--- config.mk ---
export PLATFORM = sky130hd
export DESIGN_NAME = control_riego
export DESIGN_NICKNAME = d
export VERILOG_FILES = /design/src/rtl/riego_pkg.sv /design/src/rtl/antirrebote.sv /design/src/rtl/control_riego.sv
export SDC_FILE = /design/constraint.sdc
export NUM_CORES = 1
export LEC_CHECK = 0
export BUFFER_PORTS_ARGS = -buffer_cell sky130_fd_sc_hd__buf_2
export CORE_AREA = 2 2 59 61
export CTS_BUF_LIST = sky130_fd_sc_hd__clkbuf_2
export CTS_CLUSTER_SIZE = 14
export DETAILED_ROUTE_END_ITERATION = 7
export DIE_AREA = 0 0 61 63
export GPL_TIMING_DRIVEN = 0
export PLACE_DENSITY = 0.84
export SYNTH_ARGS = -nofsm -noshare
export SYNTH_HDL_FRONTEND = slang
export SYNTH_SLANG_ARGS = --single-unit
--- constraint.sdc ---
create_clock -name clk -period 2.7 [get_ports clk]
set_clock_uncertainty 0.15 [all_clocks]
set_input_delay 0.135 -clock clk [delete_from_list [all_inputs] [get_ports clk]]
set_output_delay 0.135 -clock clk [all_outputs]
set_load 0.01 [all_outputs]
--- src/rtl/riego_pkg.sv ---
// Shared types and 50 MHz default constants for the watering controller.
package riego_pkg;

    typedef enum logic [1:0] {
        REPOSO  = 2'd0,
        REGANDO = 2'd1,
        PAUSA   = 2'd2
    } estado_e;

    localparam int unsigned DEB_CYCLES_DEF = 500_000;
    localparam int unsigned RIEGO_MAX_DEF  = 250_000_000;
    localparam int unsigned PAUSA_CYC_DEF  = 500_000_000;
    localparam int unsigned CNT_W_DEF      = 32;

endpackage

--- src/rtl/antirrebote.sv ---
// Two-flop synchroniser followed by a debouncer; with RIEGO_DEBOUNCE_EN undefined
// the debouncer is removed and the output is the synchronised value.
module antirrebote #(
    parameter int unsigned DEB_CYCLES = 500_000,
    parameter int unsigned CNT_W      = 32
) (
    input  logic clk,
    input  logic rst,
    input  logic din,
    output logic dout
);

    logic sync1_q, sync2_q;

    // NOTE: sequential state uses non-blocking assignments so every flop samples pre-edge values.
    always_ff @(posedge clk) begin
        if (rst) begin
            sync1_q <= 1'b0;
            sync2_q <= 1'b0;
        end else begin
            sync1_q <= din;
            sync2_q <= sync1_q;
        end
    end

`ifdef RIEGO_DEBOUNCE_EN
    localparam logic [CNT_W-1:0] DEB_LAST = CNT_W'(DEB_CYCLES - 1);

    logic             held_q, held_d;
    logic [CNT_W-1:0] cnt_q, cnt_d;

    always_comb begin
        // NOTE: defaults first so no path leaves a signal unassigned (no latch).
        held_d = held_q;
        cnt_d  = '0;
        if (sync2_q != held_q) begin
            if (cnt_q == DEB_LAST) begin
                held_d = sync2_q;
            end else begin
                cnt_d = cnt_q + 1'b1;
            end
        end
    end

    always_ff @(posedge clk) begin
        if (rst) begin
            held_q <= 1'b0;
            cnt_q  <= '0;
        end else begin
            held_q <= held_d;
            cnt_q  <= cnt_d;
        end
    end

    assign dout = held_q;
`else
    assign dout = sync2_q;
`endif

endmodule

--- src/rtl/control_riego.sv ---
// Watering controller: conditions the three sensor inputs and runs the pump FSM
// (run-time limit plus soak pause). Debouncing is enabled by RIEGO_DEBOUNCE_EN.
module control_riego
    import riego_pkg::*;
#(
    parameter int unsigned DEB_CYCLES = DEB_CYCLES_DEF,
    parameter int unsigned RIEGO_MAX  = RIEGO_MAX_DEF,
    parameter int unsigned PAUSA_CYC  = PAUSA_CYC_DEF,
    parameter int unsigned CNT_W      = CNT_W_DEF
) (
    input  logic       clk,
    input  logic       rst,
    input  logic       humedad_raw,
    input  logic       lowLevel_raw,
    input  logic       highLevel_raw,
    input  logic       MODbomba,
    output logic       regar,
    output logic       lowLevel,
    output logic       highLevel,
    output logic       bomba,
    output logic [1:0] estado
);

    localparam logic [CNT_W-1:0] RIEGO_LAST = CNT_W'(RIEGO_MAX - 1);
    localparam logic [CNT_W-1:0] PAUSA_LAST = CNT_W'(PAUSA_CYC - 1);

    antirrebote #(.DEB_CYCLES(DEB_CYCLES), .CNT_W(CNT_W)) u_deb_humedad (
        .clk(clk), .rst(rst), .din(humedad_raw), .dout(regar)
    );
    antirrebote #(.DEB_CYCLES(DEB_CYCLES), .CNT_W(CNT_W)) u_deb_low (
        .clk(clk), .rst(rst), .din(lowLevel_raw), .dout(lowLevel)
    );
    antirrebote #(.DEB_CYCLES(DEB_CYCLES), .CNT_W(CNT_W)) u_deb_high (
        .clk(clk), .rst(rst), .din(highLevel_raw), .dout(highLevel)
    );

    estado_e          estado_q, estado_d;
    logic [CNT_W-1:0] timer_q, timer_d;
    logic             bomba_q, bomba_d;
    logic             arrancar, abortar;

    assign arrancar = regar && MODbomba && lowLevel;
    assign abortar  = !regar || !lowLevel || !MODbomba || highLevel;

    always_comb begin
        estado_d = estado_q;
        timer_d  = timer_q + 1'b1;
        case (estado_q)
            REPOSO: begin
                timer_d = '0;
                if (arrancar) estado_d = REGANDO;
            end
            REGANDO: begin
                // Timeout and abort share one exit; the cause is not recorded.
                if (timer_q == RIEGO_LAST || abortar) begin
                    estado_d = PAUSA;
                    timer_d  = '0;
                end
            end
            PAUSA: begin
                if (timer_q == PAUSA_LAST) begin
                    estado_d = REPOSO;
                    timer_d  = '0;
                end
            end
            default: begin
                estado_d = REPOSO;
                timer_d  = '0;
            end
        endcase
        bomba_d = (estado_d == REGANDO);
    end

    always_ff @(posedge clk) begin
        if (rst) begin
            estado_q <= REPOSO;
            timer_q  <= '0;
            bomba_q  <= 1'b0;
        end else begin
            estado_q <= estado_d;
            timer_q  <= timer_d;
            bomba_q  <= bomba_d;
        end
    end

    assign bomba  = bomba_q;
    assign estado = estado_q;

endmodule

==> out/qor.csv <==
metric,value,unit
Final Hold Viols,0,
Yosys cell types,34,
"EDFF count, synth",0,
CP required,2.86,ns
post-synthesis cell count,210,
Max Freq,402.1,MHz
All-Layer GR Usage,20.85,%
unrepaired setup endpoints after global routing,false,
cts hold-fix bufs,7,
Initial DRC Count,100,
crit path launch,timer_q[18],
"Primary FF master, synth",dfxtp_1,
relative slew slack,30.30,%
worst-path fanout max,10,
# setup viols final,0,
MaxCap Viol Count,0,
Initial Util,58.85,%
chip width,61,um
Root Buffer,clkbuf_2,
status,completed,
met2 Usage GRT,33.20,%
total die area,0.003843,mm^2
Critical Path End Type,flip-flop,
residual DRC count,0,
die height,63,um
met3 usage,6.625,%
crit-path cells,or4bb_1 > nor4_1 > a2111oi_0 > o21ai_2 > buf_4 > nor2_1,
gr busiest metal,met2,
register area share after synthesis,43.16,%
Yosys warning total,0,
syn nets,221,
WL/cell,12.59,um
I/O Buffers,11,
Ant. Diodes,0,
Syn Area/Cell,9.056,um^2
CTS Buf Count,5,
First-pass DRT Iterations,6,
DRT antenna net count,0,
CTS tree,yes,
post-route clock period utilization,92.12,%
io pins,12,
clk_lat worst skew,0.39,ns
Startpoint Class,flip-flop,
GRT met1 Usage,25.32,%
Final min period,2.487,ns
Post CTS Setup Buffer Count,0,
#FFs+latches synth,41,
HP Class,input pin to flip-flop,
DR vias/cell,5.441,
Pins Over Slew Limit,0,
TNS Setup,0,ns
Worst Max-Slew Pin Slew,1.036,ns
grt ovf,0,
Post-Syn Area,0.001902,mm^2
Worst-path clk slew,0.19,ns
largest net degree at the start of global routing,12,
asr flop ratio synth,0,%
"commonest non-fill, non-tap cell in the layout",dfxtp_1,
maximum root-to-sink buffer count,2,
CP Class,flip-flop to flip-flop,
CTS Sinks,41,
CP max stage cell,or4bb_1,
most frequent cells in the layout,"dfxtp_1, nor2_1, xor2_1, nand3_1, xnor2_1",
first-pass GRT wire length,6058,um
vias in the first global route,1444,
Routed WL,3539,um
row cnt,21,
Power Density,414.8,mW/mm^2
nets,246,
Hold Crit Start,MODbomba,
initial antenna violation count,0,
core area,0.003232,mm^2
Post-CTS Resized,0,
placer congestion estimate,0.8571,
Vias,1529,
DPL Wire Length,2519,um
max incr delay on CP,0.51,ns
total power,0.0008786,W
P_leak,0.6779,nW
maximum vdd drop,219.6,uV
R2R Path Start,timer_q[18],
H-tree levels,2,
Crit path arrival time,2.64,ns
share of cells above drive strength 1,10.64,%
Area Growth Syn to Fin,11.38,%
## worst max-delay path, delay by kind of cell (launching register included)
family          cells  cell delay [ns]
flops               1             0.49
compound gates      2             0.54
simple gates        3             0.98
buf+inv             1             0.24
## report_power, final
group	switching, W	internal [W]
Sequential	0.00000201	0.000610
Clock	0.000184	0.0000604
Combinational	0.00000810	0.0000138
Total	0.000194	0.000685
## kinds of logic after synthesis
group,after synthesis,synth area share (%)
simple gates,111,31.97
xor+xnor,30,13.82
fa+ha+maj,5,3.289
compound gates,11,4.803
buf+inv,12,2.961
flops,41,43.16
## stage by stage
step / util, % / instance area (um^2) / worst slack [ns] / hold slack, ns / std cells
floorplan: - / 1902 / 0.6437 / 0.05661 / 210
global placement: 62.33 / 2014 / 0.3228 / 0.1911 / 267
detailed placement: 62.33 / 2014 / 0.2764 / 0.2059 / 267
CTS: 65.54 / 2118 / 0.2497 / 0.01727 / 281
global route: 65.54 / 2118 / 0.02712 / 0.05957 / 281
finish: 65.54 / 2118 / 0.2128 / 0.03547 / 281
## worst paths after layout
kind / slack, ns / depth (start not counted) / end
setup / recovery: 0.21 / 6 / timer_q[27]
hold / removal: 0.04 / 4 / bomba
setup reg to reg: 0.21 / 6 / timer_q[27]
hold reg to reg: 0.31 / 1 / u_deb_humedad.dout
## flip-flops by register name, indices dropped and copies added, names as in the netlist
| signal | count |
|---|---|
| timer_q | 32 |
| estado | 2 |
| bomba | 1 |
| u_deb_high.dout | 1 |
| u_deb_high.sync1_q | 1 |
| u_deb_humedad.dout | 1 |
| u_deb_humedad.sync1_q | 1 |
| u_deb_low.dout | 1 |
| u_deb_low.sync1_q | 1 |
## synthesized netlist by cell type, drive strengths merged, types with 2 or more instances
cell type	n	area [um^2]
dfxtp	41	820.8
nor2	36	135.1
xor2	17	148.9
nand3	13	65.06
xnor2	13	113.9
nand4	11	68.82
nand2	10	37.54
nor4	9	71.32
inv	7	26.28
nor2b	7	43.79
nor3	6	30.03
and3	5	31.28
ha	5	62.56
and4	4	35.03
or4	4	33.78
buf	3	22.52
a211oi	2	20.02
clkbuf	2	7.510
nand4b	2	17.52
o31a	2	17.52
## final cells by class
| type | instances | area, um^2 |
|---|---|---|
| clock inverter | 1 | 3.754 |
| inverter | 7 | 26.28 |
| buffer | 5 | 30.03 |
| tap | 46 | 57.56 |
| multi-input combinational | 157 | 1025 |
| timing repair buffer | 18 | 125.1 |
| clock buffer | 6 | 30.03 |
| sequential | 41 | 820.8 |
| fill | 275 | 1114 |
## layer usage
layer,share of wire (%),up-vias
met5,0,-
met3,3.1,4
li1,-,788
met2,46,18
met1,49,719
met4,1.1,0
(Power assumes the default switching activity.)
